**src/rtl/intersection_phase_scheduler_pkg.sv**
```systemverilog
// Shared encodings for the intersection phase scheduler: lamp values, controller
// states and the per-approach lamp decode used by the sig_control logic.
package intersection_phase_scheduler_pkg;

  typedef enum logic [1:0] {
    SIG_RED    = 2'd0,
    SIG_YELLOW = 2'd1,
    SIG_GREEN  = 2'd2
  } sig_t;

  typedef enum logic [1:0] {
    ST_ALLRED = 2'd0,
    ST_GREEN  = 2'd1,
    ST_YELLOW = 2'd2
  } state_t;

  // Only the approach that owns the phase ever shows a non-RED lamp.
  function automatic sig_t approach_sig(input state_t st, input logic [1:0] owner,
                                        input logic [1:0] idx);
    sig_t s;
    s = SIG_RED;
    if (owner == idx) begin
      case (st)
        ST_GREEN:  s = SIG_GREEN;
        ST_YELLOW: s = SIG_YELLOW;
        default:   s = SIG_RED;
      endcase
    end
    return s;
  endfunction

endpackage

```
**src/rtl/intersection_phase_scheduler_rr_pick4.sv**
```systemverilog
// Combinational round-robin picker: first asserted request after 'last',
// wrapping around and checking 'last' itself at lowest priority.
module rr_pick4 (
  input  logic [3:0] req,
  input  logic [1:0] last,
  output logic [1:0] winner,
  output logic       any
);

  logic [1:0] idx;

  always_comb begin
    winner = 2'd0;
    idx    = 2'd0;
    // Walk from lowest to highest priority so the nearest requester wins.
    for (int k = 4; k >= 1; k--) begin
      idx = last + 2'(k);
      if (req[idx]) winner = idx;
    end
  end

  assign any = |req;

endmodule

```
**src/rtl/intersection_phase_scheduler.sv**
```systemverilog
// Four-approach traffic phase controller: ALLRED -> GREEN -> YELLOW cycling with
// min/max green timing and round-robin hand-over; all outputs come from flops.
module intersection_phase_scheduler
  import intersection_phase_scheduler_pkg::*;
#(
  parameter int MIN_GREEN = 4,
  parameter int MAX_GREEN = 10,
  parameter int Y_TIME    = 3,
  parameter int R_TIME    = 2
) (
  input  logic       clock,
  input  logic       clear,
  input  logic [3:0] req,
  output logic [7:0] sig,
  output logic [1:0] phase,
  output logic       phase_start
);

  localparam int TMAX_A = (MAX_GREEN > Y_TIME) ? MAX_GREEN : Y_TIME;
  localparam int TMAX   = (TMAX_A > R_TIME) ? TMAX_A : R_TIME;
  localparam int TW     = (TMAX > 1) ? $clog2(TMAX) : 1;

  localparam logic [TW-1:0] MIN_LAST = TW'(MIN_GREEN - 1);
  localparam logic [TW-1:0] MAX_LAST = TW'(MAX_GREEN - 1);
  localparam logic [TW-1:0] Y_LAST   = TW'(Y_TIME - 1);
  localparam logic [TW-1:0] R_LAST   = TW'(R_TIME - 1);

  state_t        state_reg, state_next;
  logic [TW-1:0] timer_reg, timer_next;
  logic [1:0]    phase_reg, phase_next;
  logic [7:0]    sig_reg, sig_next;
  logic          phase_start_reg, phase_start_next;

  logic [1:0] rr_winner;
  logic       rr_any;
  logic [3:0] contenders;
  logic       owner_req;

  rr_pick4 u_rr_pick4 (
    .req    (req),
    .last   (phase_reg),
    .winner (rr_winner),
    .any    (rr_any)
  );

  assign contenders = req & ~(4'b0001 << phase_reg);
  assign owner_req  = req[phase_reg];

  // State register; outputs are registered from the next-state decode so they
  // always describe the state the block is currently in.
  always_ff @(posedge clock) begin
    if (clear) begin
      state_reg       <= ST_ALLRED;
      timer_reg       <= '0;
      phase_reg       <= 2'd0;
      sig_reg         <= 8'h00;
      phase_start_reg <= 1'b0;
    end else begin
      state_reg       <= state_next;
      timer_reg       <= timer_next;
      phase_reg       <= phase_next;
      sig_reg         <= sig_next;
      phase_start_reg <= phase_start_next;
    end
  end

  always_comb begin
    state_next = state_reg;
    timer_next = timer_reg;
    phase_next = phase_reg;
    case (state_reg)
      ST_ALLRED: begin
        if (timer_reg == R_LAST) begin
          state_next = ST_GREEN;
          timer_next = '0;
          phase_next = rr_any ? rr_winner : 2'd0;
        end else begin
          timer_next = timer_reg + 1'b1;
        end
      end
      ST_GREEN: begin
        // Yield early only when the owner has gone quiet; at max green yield anyway.
        if ((|contenders) &&
            (((timer_reg >= MIN_LAST) && !owner_req) || (timer_reg == MAX_LAST))) begin
          state_next = ST_YELLOW;
          timer_next = '0;
        end else if (timer_reg != MAX_LAST) begin
          timer_next = timer_reg + 1'b1;
        end
      end
      ST_YELLOW: begin
        if (timer_reg == Y_LAST) begin
          state_next = ST_ALLRED;
          timer_next = '0;
        end else begin
          timer_next = timer_reg + 1'b1;
        end
      end
      default: begin
        state_next = ST_ALLRED;
        timer_next = '0;
      end
    endcase
  end

  always_comb begin : sig_control
    phase_start_next = (state_next == ST_GREEN) && (timer_next == '0);
  end

  for (genvar gi = 0; gi < 4; gi++) begin : g_lamp
    assign sig_next[2*gi +: 2] = approach_sig(state_next, phase_next, 2'(gi));
  end

  assign sig         = sig_reg;
  assign phase       = phase_reg;
  assign phase_start = phase_start_reg;

endmodule

```
**config.mk**
```make
export PLATFORM = sky130hd
export DESIGN_NAME = intersection_phase_scheduler
export DESIGN_NICKNAME = d
export VERILOG_FILES = /design/src/rtl/intersection_phase_scheduler_pkg.sv /design/src/rtl/intersection_phase_scheduler_rr_pick4.sv /design/src/rtl/intersection_phase_scheduler.sv
export SDC_FILE = /design/constraint.sdc
export NUM_CORES = 1
export LEC_CHECK = 0
export ABC_AREA = 1
export BUFFER_PORTS_ARGS = -buffer_cell sky130_fd_sc_hd__buf_2
export CAP_MARGIN = 0
export CORE_MARGIN = 5
export CORE_UTILIZATION = 29
export CTS_CLUSTER_DIAMETER = 60
export DETAILED_ROUTE_END_ITERATION = 10
export SETUP_SLACK_MARGIN = 0.5
export SYNTH_ARGS = -nofsm -noshare
export SYNTH_HDL_FRONTEND = slang
export SYNTH_SLANG_ARGS = --single-unit
```
**constraint.sdc**
```tcl
create_clock -name clock -period 5.05 [get_ports clock]
set_input_delay 0.505 -clock clock [delete_from_list [all_inputs] [get_ports clock]]
set_output_delay 0.505 -clock clock [all_outputs]
set_load 0.1 [all_outputs]
```
Word-level counts from Yosys, hierarchy flattened

Cells that the tools add are included.

Mux-type cells: 25
Order comparisons: 5
Bitwise gates (word level): 6
Reductions and logical operators: 14
Multiply operators: 0
Add/subtract/negate cells: 4
Shift-type cells: 1
Eq/ne operators: 11
Div/mod/pow operators: 0

Operators by type and width:

| operator                                                           | count |
|---|---|
| 2-to-1 mux 2 bit                                                   | 10 |
| 2-to-1 mux 4 bit                                                   | 4 |
| < comparator 2 x 3 -> 1 bit (second input constant)                | 4 |
| one-hot mux 4 bit (3 select lines)                                 | 1 |
| binary-select mux 1 bit (select 2 bit)                             | 4 |
| equality test 2 bit (second input constant)                        | 4 |
| OR reduction 2 bit                                                 | 4 |
| OR reduction 4 bit                                                 | 2 |
| equality test 2 x 1 -> 1 bit (second input constant)               | 3 |
| one-hot mux 2 bit (3 select lines)                                 | 1 |
| adder 2 bit (second input constant)                                | 2 |
| adder 4 x 1 -> 4 bit (second input constant)                       | 1 |
| AND 4 bit                                                          | 1 |
| equality test 4 x 1 -> 1 bit (second input constant)               | 1 |
| equality test 4 x 2 -> 1 bit (second input constant)               | 1 |
| equality test 4 bit (second input constant)                        | 1 |
| greater-or-equal comparator 4 x 2 -> 1 bit (second input constant) | 1 |
| zero test 2 bit                                                    | 2 |
| zero test 4 bit                                                    | 1 |
| 2-to-1 mux 1 bit                                                   | 4 |
| inequality test 4 bit (second input constant)                      | 1 |
| inverter 1 bit                                                     | 4 |
| inverter 4 bit                                                     | 1 |
| one-hot mux 2 bit (2 select lines)                                 | 1 |
| 5 further kinds                                                    | 7 |

Memories kept: 0
Flip-flop bits (word level): 17
Bits in read-only memories: 0
Latch bits: 0
Input port bits: 6
Logic and storage cells: 74
RAM bits: 0
Output and inout port bits: 11

Logic depth before layout (Yosys ltp)

Depth after elaboration: 12
Mapped depth: 15

Cells and area by module

From an unflattened synthesis, not the netlist that was laid out.

Cell total of the unflattened synthesis: 167
Area total of the unflattened synthesis: 1096.1 um^2

Modules (own cells, without submodules):

| module                       | cells each | times used | area an instance (um^2) | sequential area each (um^2) |
|---|---|---|---|---|
| intersection_phase_scheduler | 116        | 1          | 829.5                   | 340.3 |
| rr_pick4                     | 51         | 1          | 266.5                   | 0.0 |

Worst setup path after synthesis

OpenSTA, ideal clock, no wires.

Kind: reg2reg
Start: register phase_reg[0] (netlist: phase[0])
End: register sig_reg[0] (netlist: sig[0])
Arrival time: 2.402 ns
Setup slack: 2.584 ns
Data required time: 4.986 ns
Buffers on the path: 0
Library setup time: 0.064 ns
Cell stages (with the launch flop): 14
Cell sequence: dfxtp_1 inv_2 ha_1 inv_1 nand3_1 o21ai_2 inv_2 nand3_1 nand2_1 nand2_1 nand2_1 nand2_2 nand2_1 nor2_1

Longest elaborated chain between the ends: 12

RTL lines:

| element                                                                           | RTL line                                                                                                                     | source |
|---|---|---|
| start, declared                                                                   | intersection_phase_scheduler.sv:30                                                                                           | `logic [1:0] phase_reg, phase_next;` |
| start signal, assigned                                                            | intersection_phase_scheduler.sv:61                                                                                           | `phase_reg <= phase_next;` |
| adder 2 bit / binary-select mux 1 bit (select 2 bit) (equally long branches)      | intersection_phase_scheduler_rr_pick4.sv:17, intersection_phase_scheduler_rr_pick4.sv:18, intersection_phase_scheduler.sv:47 |  |
| binary-select mux 1 bit (select 2 bit) / 2-to-1 mux 1 bit (equally long branches) | intersection_phase_scheduler_rr_pick4.sv:18, intersection_phase_scheduler.sv:47                                              |  |
| 2-to-1 mux 1 bit (not written as such) / 2-to-1 mux 2 bit (equally long branches) | intersection_phase_scheduler_rr_pick4.sv:18                                                                                  | `if (req[idx]) winner = idx;` |
| 2-to-1 mux 2 bit (3 in series)                                                    | intersection_phase_scheduler_rr_pick4.sv:18                                                                                  |  |
| 2-to-1 mux 2 bit                                                                  | intersection_phase_scheduler.sv:76                                                                                           | `phase_next = rr_any ? rr_winner : 2'd0;` |
| 2-to-1 mux 2 bit                                                                  | intersection_phase_scheduler.sv:73                                                                                           | `if (timer_reg == R_LAST) begin` |
| 2-to-1 mux 2 bit                                                                  | intersection_phase_scheduler.sv:71                                                                                           | `case (state_reg)` |
| zero test 2 bit                                                                   | intersection_phase_scheduler_pkg.sv:22                                                                                       | `if (owner == idx) begin` |
| inverter 1 bit (no source line)                                                   | --                                                                                                                           |  |
| OR reduction 2 bit (no source line)                                               | --                                                                                                                           |  |
| end signal, assigned                                                              | intersection_phase_scheduler.sv:62                                                                                           | `sig_reg <= sig_next;` |
| end, declared                                                                     | intersection_phase_scheduler.sv:31                                                                                           | `logic [7:0] sig_reg, sig_next;` |

Several ways; a longest one is shown, not always the timed one. The select of a mux whose other input is x is not followed.
A chain may end at the register's enable or synchronous reset.

Worst setup path in the final report

Start: register phase_reg[0] (netlist: phase[0])
End: register sig_reg[1] (netlist: sig[1])

The elaborated chain is that of the path after synthesis.

==> results.md <==
- Comb pwr share: 63.1%
- Max FO, Critical Path: 9
- Detailed-route via count: 1018
- Critical path startpoint category: flop
- CP cell instances: inv_2, ha_1, inv_1, nand3_1, o21ai_2, inv_2, nand3_1, nand2_1, nand2_1, nand2_1, nand2_2, nand2_1, nor2_1
- Site Rows: 22
- DRT iter0 DRCs: 52
- Clock tree buffer depth: 2
- Nets@finish: 198
- Top-Level Pins: 17
- Outcome: finished clean
- Syn Std Cell Area: 1060 um^2
- Chip Width: 70.45 um
- CP required: 5.23 ns
- First-pass GRT wire length: 3864 um
- Final Hold Fails: 0
- Total Power: 0.8062 mW
- Detailed Routing Iterations Pass 1: 4
- Logic depth of the worst register-to-register path: 13
- Register share of total power: 24.7%
- CTS tree: yes
- Mapped Nets: 177
- Power Density: 647.6 nW/um^2
- Switch Pwr: 0.4427 mW
- Launching point of the worst reg2reg path: phase[0]$_SDFF_PP0_
- Relative slew slack: 67.61%
- GR peak layer: met2
- Total clock sinks: 17
- Max reg flops: 8
- Residual DRC: 0
- Peak supply drop: 246.6 uV
- Final Setup Violations: 0
- Critical Path Sink: sig[1]$_SDFF_PP0_
- Capture point of the worst reg-to-reg path: sig[1]$_SDFF_PP0_
- Antenna cells: 0
- Root buf cell: clkbuf_8
- WS Path Type: flop to flop
- Fin util: 34.52%
- WL/cell: 9.440 um
- P_leak: 0.6866 nW
- Gate count after technology mapping: 164
- H-tree Lvls: 1
- Flops & latches, synth: 17
- RSZ-0062 raised after global routing: false
- Unique masters post-synth: 21
- Setup TNS: 0 ns
- Post-route cell area: 1245 um^2
- Slew @ Worst Pin: 0.4892 ns
- Area post-placement: 1200 um^2
- Clock Skews: 0.005235 ns
- Max Slew Vio Count: 0
- Critical Path AT: 2.15 ns
- Vias/cell: 4.388
- Remaining global-route overflow: 0
- Sw Share: 54.91%
- Core box area: 3606 um^2
- Seq/Total Area, Yosys: 32.11%
- Max Cap Viol: 0
- Vias in the first global route: 942
- Setup bufs post-CTS: 0
- Layout cells sized above 1: 17.39%
- Met3 GRT Util: 2.158%
- Worst Setup SP: phase[0]$_SDFF_PP0_
- Period minus WS final: 1.968 ns
- CP endpoint kind: flop
- Clk pin slew, worst setup/hold paths: 0.07 ns
- M2 GR Usage: 15.80%
- Final period utilization: 38.97%
- FF-to-FF setup slack: 3.08 ns
- Commonest non-fill, non-tap cells in the layout: nand2_1, inv_1, nor2_1, dfxtp_1, buf_2
- Initial antenna violation count: 0
- Largest net degree at the start of global routing: 10
- GRT Total Usage: 9.309%
- Fmax: 508.2 MHz
- Cts bufs inserted: 3
- DP HPWL: 1833 um
- Crit path top cell by count: nand2_1
- Antenna Nets Post-Route: 0
- Routability cong.: 0.8543
- Clock power frac: 12.2%
- CTS Hold Bufs: 0
- Post_cts resized: 0
- Most common cell after layout, fill and taps aside: nand2_1
- Post-Route WL: 2190 um
- Internal Pwr Total: 0.3635 mW
- Initial core utilization: 29.39%
- CP peak stage delay: 0.51 ns
- Worst-Skew Late Latency: 0.24 ns
- Die area: 4963 um^2
- Area grow syn2layout: 17.47%
- HP Class: input pin to flop
- Met1 GRT Util: 12.02%
- Syn_area_per_cell: 6.462 um^2
- # port buffers: 16
- Die Y: 70.45 um
- Slowest-stage cell, CP: dfxtp_1
- Synth warn: 0
==> routing by layer <==
metal	vias up	share of wire (%)
met4	0	0.37
met3	2	2.8
li1	548	-
met2	15	48
met5	-	0
met1	453	48
==> synth_stat cells, drive strengths merged <==
master / instances / area [um^2]
nand3: 12 / 60.06
ha: 7 / 87.58
xnor2: 2 / 17.52
nand2: 48 / 210.2
o21ai: 9 / 48.79
inv: 33 / 123.9
o211ai: 1 / 7.510
o21bai: 1 / 7.510
dfxtp: 17 / 340.3
nand4: 3 / 18.77
nor2: 20 / 75.07
nand3b: 1 / 7.510
xor2: 1 / 8.760
nor3: 4 / 20.02
a21oi: 4 / 20.02
and3: 1 / 6.260
==> metrics by stage <==
stage	setup slack, ns	cells	hold WS [ns]
after floorplan	2.584	164	0.5509
after global placement	3.078	228	0.6002
after detailed placement	3.077	228	0.5968
after CTS	3.054	232	0.4768
after global routing	2.863	232	0.4851
final	3.082	232	0.4821
==> cell type report <==
class	count	area, um^2
flip-flops and latches	17	340.3
clock buffers	4	45.04
inverters	33	123.9
multi-input cells	114	595.6
well taps	48	60.06
fillers	378	2361
repair buffers	16	80.08
==> how the worst min path moves through the flow <==
stage | from | to | slack (ns) | depth (start not counted)
2_1_floorplan | state_reg[0]$_SDFF_PP0_ | timer_reg[2]$_SDFF_PP0_ | 0.55 | 3
4_1_cts | clear | timer_reg[3]$_SDFF_PP0_ | 0.48 | 2
5_1_grt | clear | timer_reg[3]$_SDFF_PP0_ | 0.49 | 2
3_5_place_dp | state_reg[0]$_SDFF_PP0_ | timer_reg[2]$_SDFF_PP0_ | 0.60 | 3
3_3_place_gp | state_reg[0]$_SDFF_PP0_ | timer_reg[2]$_SDFF_PP0_ | 0.60 | 3
6_report | clear | timer_reg[3]$_SDFF_PP0_ | 0.48 | 2
==> power by group through the flow <==
stage / Sequential (mW) / Clock [mW] / Combinational (mW)
2_1_floorplan: 0.311 / 0 / 0.313
3_3_place_gp: 0.202 / 0 / 0.515
3_5_place_dp: 0.203 / 0 / 0.510
4_1_cts: 0.200 / 0.101 / 0.513
5_1_grt: 0.204 / 0.106 / 0.579
6_report: 0.199 / 0.0985 / 0.509
==> cell families (layout without fill, tap and decap cells) <==
kind of cell,after synthesis,after routing,synth area share [%]
and+or+nand+nor,89,89,37.55
buffers and inverters,33,53,11.69
DFF,17,17,32.11
AOI/OAI and AO/OA,15,15,7.910
adders and majority gates,7,7,8.264
xor gates and xnor gates,3,3,2.480
==> worst max-delay path, delay by kind of cell, from the launching register on <==
| family | cells | cell delay (ns) |
|---|---|---|
| and+or+nand+nor | 8 | 0.67 |
| DFF | 1 | 0.51 |
| AOI/OAI and AO/OA | 1 | 0.10 |
| adders and majority gates | 1 | 0.33 |
| buffers and inverters | 3 | 0.29 |
No activity file was read; power rests on OpenSTA's default activity.
